### src/rtl/alu36_decode.sv
// alu36_decode: single-entry decode/issue buffer with a 32x32 register file and busy scoreboard.
// Optional macro ALU36_DEC_BYPASS_EN: a same-cycle writeback clears hazards and forwards wb_data.
module alu36_decode (
    input  logic        CLOCK,
    input  logic        RESET,
    input  logic        instr_valid,
    input  logic [31:0] instr,
    output logic        instr_ready,
    input  logic        wb_en,
    input  logic [4:0]  wb_addr,
    input  logic [31:0] wb_data,
    output logic        enable_ex,
    output logic [6:0]  control_out,
    output logic [31:0] src1,
    output logic [31:0] src2,
    output logic [31:0] imm,
    output logic        hazard_stall
);

    typedef enum logic {S_EMPTY, S_HELD} state_t;

    state_t      state_q, state_d;
    logic [31:0] hold_q, hold_d;
    logic [31:0] busy_q, busy_d;
    logic [31:0] rf_q [32];
    logic        en_q;
    logic [6:0]  ctl_q;
    logic [31:0] s1_q, s2_q, imm_q;

    logic        immp;
    logic [2:0]  opsel;
    logic [4:0]  rd, rs1, rs2;
    logic        rs2_used, rd_wr;
    logic [31:0] wb_clr, busy_eff, rd1, rd2, imm_ext;
    logic        held, hazard, issue, accept;

    assign immp     = hold_q[31];
    assign opsel    = hold_q[30:28];
    assign rd       = hold_q[24:20];
    assign rs1      = hold_q[19:15];
    assign rs2      = hold_q[14:10];
    assign imm_ext  = {{17{hold_q[14]}}, hold_q[14:0]};
    assign rs2_used = !immp || (opsel == 3'b100);
    assign rd_wr    = (opsel != 3'b100) && (rd != 5'd0);

    always_comb begin
        wb_clr = '0;
        if (wb_en) wb_clr[wb_addr] = 1'b1;
    end

`ifdef ALU36_DEC_BYPASS_EN
    assign busy_eff = busy_q & ~wb_clr;
`else
    assign busy_eff = busy_q;
`endif

    assign held   = (state_q == S_HELD);
    assign hazard = held && (busy_eff[rs1] || (rs2_used && busy_eff[rs2]) || (rd_wr && busy_eff[rd]));
    assign issue  = held && !hazard;

    // Ready is masked by reset so fetch never sees a handshake while the block is cleared.
    assign instr_ready  = RESET && (!held || issue);
    assign accept       = instr_valid && instr_ready;
    assign hazard_stall = hazard;

    always_comb begin
        rd1 = (rs1 == 5'd0) ? '0 : rf_q[rs1];
        rd2 = (rs2 == 5'd0) ? '0 : rf_q[rs2];
`ifdef ALU36_DEC_BYPASS_EN
        if (wb_en && (wb_addr == rs1) && (rs1 != 5'd0)) rd1 = wb_data;
        if (wb_en && (wb_addr == rs2) && (rs2 != 5'd0)) rd2 = wb_data;
`endif
    end

    always_comb begin
        state_d = state_q;
        hold_d  = hold_q;
        case (state_q)
            S_EMPTY: begin
                if (accept) begin
                    state_d = S_HELD;
                    hold_d  = instr;
                end
            end
            S_HELD: begin
                if (issue) begin
                    if (accept) hold_d = instr;
                    else        state_d = S_EMPTY;
                end
            end
            default: state_d = S_EMPTY;
        endcase
    end

    // Set beats clear when an issue and a writeback target the same register.
    always_comb begin
        busy_d = busy_q & ~wb_clr;
        if (issue && rd_wr) busy_d[rd] = 1'b1;
        busy_d[0] = 1'b0;
    end

    always_ff @(posedge CLOCK or negedge RESET) begin
        if (!RESET) begin
            state_q <= S_EMPTY;
            hold_q  <= '0;
            busy_q  <= '0;
            en_q    <= 1'b0;
            ctl_q   <= '0;
            s1_q    <= '0;
            s2_q    <= '0;
            imm_q   <= '0;
            for (int i = 0; i < 32; i++) rf_q[i] <= '0;
        end else begin
            state_q <= state_d;
            hold_q  <= hold_d;
            busy_q  <= busy_d;
            en_q    <= issue;
            if (issue) begin
                ctl_q <= hold_q[31:25];
                s1_q  <= rd1;
                s2_q  <= rd2;
                imm_q <= imm_ext;
            end
            if (wb_en && (wb_addr != 5'd0)) rf_q[wb_addr] <= wb_data;
        end
    end

    assign enable_ex   = en_q;
    assign control_out = ctl_q;
    assign src1        = s1_q;
    assign src2        = s2_q;
    assign imm         = imm_q;

endmodule

### config.mk
export PLATFORM = sky130hd
export DESIGN_NAME = alu36_decode
export DESIGN_NICKNAME = d
export VERILOG_FILES = /design/src/rtl/alu36_decode.sv
export SDC_FILE = /design/constraint.sdc
export NUM_CORES = 2
export LEC_CHECK = 0
export BUFFER_PORTS_ARGS = -buffer_cell sky130_fd_sc_hd__buf_2
export CELL_PAD_IN_SITES_DETAIL_PLACEMENT = 2
export CELL_PAD_IN_SITES_GLOBAL_PLACEMENT = 2
export CORE_ASPECT_RATIO = 1.25
export CORE_MARGIN = 1
export CORE_UTILIZATION = 40
export CTS_CLUSTER_DIAMETER = 50
export DETAILED_ROUTE_END_ITERATION = 10
export PLACE_DENSITY = 0.75
export SETUP_SLACK_MARGIN = 0.05
export SKIP_LAST_GASP = 1
export SYNTH_ARGS = -nofsm -noshare
export SYNTH_HDL_FRONTEND = slang
export SYNTH_SLANG_ARGS = --single-unit
export TNS_END_PERCENT = 10
### constraint.sdc
create_clock -name CLOCK -period 2.7 [get_ports CLOCK]
set_input_delay 0.675 -clock CLOCK [delete_from_list [all_inputs] [get_ports CLOCK]]
set_output_delay 0.675 -clock CLOCK [all_outputs]
set_load 0.005 [all_outputs]
# [Word level (Yosys, flattened, before mapping)]
# Index checks and enable logic that the tools add are counted.
[word_totals] regBits=1175 in_bits=73 output_inout_bits=106 wordCells=112
[classes] n_lt_le_gt_ge=10 eq_ne=3 n_mux=29 n_bitwise=7 reduce_logical=23
[ops] operator="1024-bit bitwise mux" count=1
[ops] operator="32-bit two-way mux" count=11
[ops] operator="32-bit binary-select mux with 5-bit select" count=2
[ops] operator="32-bit demux with 5-bit select" count=1
[ops] operator="32-bit case mux with 2 select lines" count=1
[ops] operator="32-bit bitwise AND" count=1
[ops] operator="32-bit NOT" count=1
[ops] operator="32-bit bitwise OR" count=1
[ops] operator="5-bit by 6-bit less-than comparator with 1-bit output (second input constant)" count=4
[ops] operator="6-bit >= comparator (second input constant)" count=3
[ops] operator="5-bit NOT with 6-bit output" count=3
[ops] operator="1-bit binary-select mux with 5-bit select" count=3
[ops] operator="1-bit logical AND" count=12
[ops] operator="1-bit demux with 5-bit select" count=2
[ops] operator="5-bit by 1-bit >= comparator with 1-bit output (second input constant)" count=2
[ops] operator="5-bit zero test" count=2
[ops] operator="5-bit nonzero test" count=2
[ops] operator="1-bit two-way mux" count=7
[ops] operator="6-bit by 1-bit less-than comparator with 1-bit output (second input constant)" count=1
[ops] operator="1-bit logical OR" count=4
[ops] operator="3-bit equality test (second input constant)" count=1
[ops] operator="1-bit zero test" count=3
[ops] operator="3-bit != test (second input constant)" count=1
[ops] operator="2-bit by 1-bit != test with 1-bit output (second input constant)" count=1
[ops] operator="other kinds (2)" count=2

# [Longest topological paths before layout]
[depth] word_depth=14 depth_mapped=11 ltp_nobuf=7

# [Worst setup path before layout]
# OpenSTA, ideal clock, no wires.
[synth_timing] path_type="reg-to-reg" startpoint="register hold_q[15]" endpoint="register s1_q[15], in the netlist src1[15]" setup_ns=0.125 t_arrival_ns=2.726 required_ns=2.575 path_slack_ns=-0.151 path_stages_with_launch=11 path_buffers=5 period_less_slack_ns=2.851 path_cell_list="dfrtp_1 > buf_2 > buf_6 > buf_2 > buf_2 > buf_2 > mux4_2 > mux2_2 > o22ai_1 > nor3_1 > mux2_2"
[synth_between] elab_chain_cells=7 elab_cells_between_ends=13 classes_between="mux: 6; bitwise: 1; reduce/logical: 6"
[synth_rtl] item="start, declared" line_no="23" text="logic [31:0] hold_q, hold_d;"
[synth_rtl] item="start signal, assigned" line_no="115" text="hold_q <= hold_d;"
[synth_rtl] item="1-bit binary-select mux with 5-bit select" line_no="58" text="assign hazard = held && (busy_eff[rs1] || (rs2_used && busy_eff[rs2]) || (rd_wr && busy_eff[rd]));"
[synth_rtl] item="1-bit two-way mux (implied by the code)" line_no="58"
[synth_rtl] item="1-bit logical OR (2 in a row)" line_no="58"
[synth_rtl] item="1-bit logical AND" line_no="58"
[synth_rtl] item="1-bit zero test" line_no="59" text="assign issue = held && !hazard;"
[synth_rtl] item="1-bit logical AND" line_no="59"
[synth_rtl] item="end signal, assigned" line_no="120" text="s1_q <= rd1;"
[synth_rtl] item="end, declared" line_no="28" text="logic [31:0] s1_q, s2_q, imm_q;"
# Parallel ways exist; a longest one is shown, timed or not. The select of a mux whose other input is x is not followed.
# A chain may end at the register's enable or synchronous reset.

# [Final worst setup path]
[layout_timing] startpoint="register hold_q[10]" endpoint="output instr_ready"
[layout_between] elab_chain_cells=10
[layout_rtl] item="1-bit binary-select mux with 5-bit select" line_no="58"
[layout_rtl] item="1-bit two-way mux (implied by the code)" line_no="58"
[layout_rtl] item="1-bit logical AND" line_no="58"
[layout_rtl] item="1-bit logical OR (2 in a row)" line_no="58"
[layout_rtl] item="1-bit logical AND" line_no="58"
[layout_rtl] item="1-bit zero test" line_no="59"
[layout_rtl] item="1-bit logical AND" line_no="59"
[layout_rtl] item="1-bit logical OR" line_no="62" text="assign instr_ready = RESET && (!held || issue);"
[layout_rtl] item="1-bit logical AND" line_no="62"
[layout_rtl] item="end, declared" line_no="8" text="output logic instr_ready,"
# No other way between the ends. The select of a mux whose other input is x is not followed.

==> metrics <==
vias per std cell=6.41; worst setup margin=-0.893 ns; first-pass GRT wire length=roughly 330000 um; Layout area overhead=17.4%; Post-synth EDFFs=0; DRC errors left=0; Num CTS Buffers=around 140; largest net degree at the start of global routing=146; Slowest cell on crit path=dfrtp_4; Die ar.=around 150000 um2; Fmax=0.278 GHz; Post-Route WL=roughly 230000 um; final setup vio count=about 150; Core Util, Final=0.474; Total GRT Usage=0.300; Crit Path Max Fanout=6; Seq/Total Area, Yosys=0.484; Finished Layout Cells=around 6200; Core ar.=~150000 um2; Syn Std Cell Area=60800 um2; Seq cells post-synth=around 1200; Cell Rows=approximately 160; Top delay family on crit path=simple AND/OR/NAND/NOR gates; gpl congestion=0.840; Starting DRT DRC Count=roughly 3300; status=finished, violations left; RSZ-0062 raised after global routing=yes; ys async rst share=1.00; failing checks=setup timing; detailed-route via count=39700; num ports=between 150 and 200; Cells after DPL=~5900; Syn Inst Count=between 3000 and 4000; wire length per cell=36.8 um; CTS tree=yes; Clock Pin Slew Worst Setup and Hold Paths=0.06 ns; clock skew=between 0.02 and 0.03 ns; critical path arrival=2.92 ns; Startpoint Class=flip-flop; final instance area=slightly above 70000 um2; Max-Cap Viols=0; Fin. Hold Viols=0; IO Port Bufs=between 150 and 200; Crit. End Element=output pin; drt first pass iters=5; most frequent cells in the layout=1164 x dfrtp_1, 1143 x mux2_2, 566 x mux4_2, 205 x buf_4, 177 x buf_2; Syn Nets=between 3000 and 4000; initial antenna violation count=14; Hold Path Class=input port to flip-flop; Hold Crit Depth=2; CTS Buffer Depth=3; Netlist cell types=roughly 50; period utilization=1.33; worst path cell trace=buf_12 > mux4_2 > nor2b_1 > or4_1 > and3_4 > o211ai_4 > nand2_2 > and2_1 > buf_2; fin crit period=roughly 3.6 ns; yosys warns=0; leakage power=roughly 30 nW; most common cell after layout, fill and taps aside=dfrtp_1; worst path bufs/invs=2; Register-to-Register Path Depth=13; placed cell area=66200 um2; maximum VDD drop=roughly 0.88 mV; crit path kind=flip-flop to output pin; Primary FF master, synth=dfrtp_1; GR Overflow Total=0; vias in the first global route=44700; Die Wd=between 300 and 400 um; DP Wirelength=~140000 um; Nets=around 4200; CTS H-tree depth=4; Routed Antenna Nets=0; Filler Cells Inserted=~14000; fraction of layout cells with a size suffix above 1=0.603; Worst EP required=roughly 2.0 ns; Max-slew headroom=0.116; CTS Root Cell=clkbuf_16; syn avg cell area=between 15 and 20 um2; die height=438 um; fin. max-slew vios=0; Initial Util=0.404; Worst-Margin Slew=~1.3 ns; clock sink count=around 1200; Worst-Skew Late Latency=0.80 ns; Power Density=around 1200 nW/um2; crit-path max cell delay=0.54 ns; CP Depth=9
cell usage after synthesis, types with 2 or more instances:
library cell | n | area, um2
clkbuf_1 | 276 | 1040
a2111oi_0 | 19 | 166
mux2i_1 | 84 | 841
nand3b_1 | 6 | 45.0
o22ai_1 | 25 | 156
nor3b_1 | 4 | 30.0
a32o_1 | 32 | 320
a22o_1 | 13 | 114
or3b_2 | 2 | 17.5
nor4_1 | 2 | 12.5
o211ai_1 | 15 | 113
dfrtp_1 | 1175 | 29400
buf_6 | 3 | 33.8
nand2b_1 | 13 | 81.3
or2_2 | 6 | 37.5
inv_1 | 35 | 131
a32oi_1 | 2 | 17.5
o21ai_0 | 48 | 240
buf_2 | 64 | 320
nand4b_1 | 2 | 17.5
buf_4 | 38 | 285
and2_1 | 3 | 18.8
a211oi_1 | 16 | 120
o221ai_1 | 34 | 298
nor3_1 | 22 | 110
a221oi_1 | 2 | 17.5
nand2_1 | 44 | 165
buf_1 | 70 | 263
o21bai_1 | 2 | 15.0
and3_1 | 4 | 25.0
mux4_2 | 566 | 12700
nand3_1 | 4 | 20.0
mux2_2 | 1155 | 13000
nor2b_1 | 42 | 263
a21oi_1 | 2 | 10.0
nor2_1 | 48 | 180
logic make-up (layout without fill, tap and decap cells):
| kind of cell | count (synthesis) | in the layout | share of synthesized area |
|---|---|---|---|
| simple gates | 208 | 208 | 0.0177 |
| compound gates | 216 | 216 | 0.0270 |
| buf+inv | 486 | 782 | 0.0340 |
| mux | 1806 | 1806 | 0.438 |
| other cells | 0 | 5 | 0 |
| flops | 1175 | 1175 | 0.484 |
power breakdown:
part	leakage, nW	internal (W)	switching, W
clock network	2.28	0.0115	0.00809
logic	13.6	0.0201	0.0186
registers	15.0	0.0217	0.00380
total	30.8	0.0533	0.0305
per-stage QoR:
stage               hold WS [ns]  worst slack [ns]  total power (W)  setup TNS (ns)
floorplan                  0.379            0.0408           0.0475               0
detailed placement         0.384            -0.565           0.0619          -72.86
global placement           0.376            -0.566           0.0604          -55.92
CTS                       0.0750            -0.907           0.0837          -44.38
finish                     0.118            -0.893           0.0838          -61.51
global route               0.105            -0.996           0.0867          -76.28
worst reg2reg max path, stage by stage, from the launching register on:
cell and delay, ns:
dfrtp_4 0.47, buf_6 0.14, mux4_2 0.49, mux2_4 0.28
nand3b_1 0.11, and3_4 0.21, o211ai_4 0.08, buf_4 0.15
buf_4 0.14, nor2_4 0.19, buf_12 0.15, buf_16 0.17
clkbuf_16 0.21, mux2_2 0.33
sequential cells by signal, summed over array words and instances (netlist names):
register	cells
src1	32
enable_ex	1
src2	32
hold_q	32
busy_eff	31
held	1
rf_q	1024
control_out	7
imm	15
routing by layer:
metal	global-route usage	up-vias	part of all wire
li1	-	15400	-
met1	0.374	22200	0.39
met2	0.496	1594	0.50
met3	0.0528	599	0.058
met4	0.161	12	0.056
met5	0	-	0.00039
cell type report:
class	count	area [um2]	share of cell area
multi-input combinational	2230	29700	0.417
sequential	1175	29400	0.413
clock buffer	181	3900	0.0547
inverter	35	131	0.00184
antenna	5	12.5	0.000175
tap	2012	2520	0.0353
timing repair buffer	504	4880	0.0683
clock inverter	62	748	0.0105
worst paths after layout:
kind	startpoint	endpoint	slack, ns
hold / removal	instr[28]	hold_q[28]	0.12
hold reg to reg	rf_q[997]	rf_q[997]	0.40
setup reg to reg	hold_q[15]	src1[12]	-0.54
max in group asynchronous	RESET	rf_q[589]	1.04
setup / recovery	hold_q[10]	instr_ready	-0.89
min in group asynchronous	RESET	hold_q[18]	0.40
timing repair:
action                     4_1_cts  5_1_grt
setup endpoints to repair      149      152
hold endpoints to repair        25        0
resized for setup               35       16
gates cloned                     6        1
hold buffers                     1        0
buffers inserted                 9        7
pin swaps                        7        3
Power figures use the tool's default switching activity.
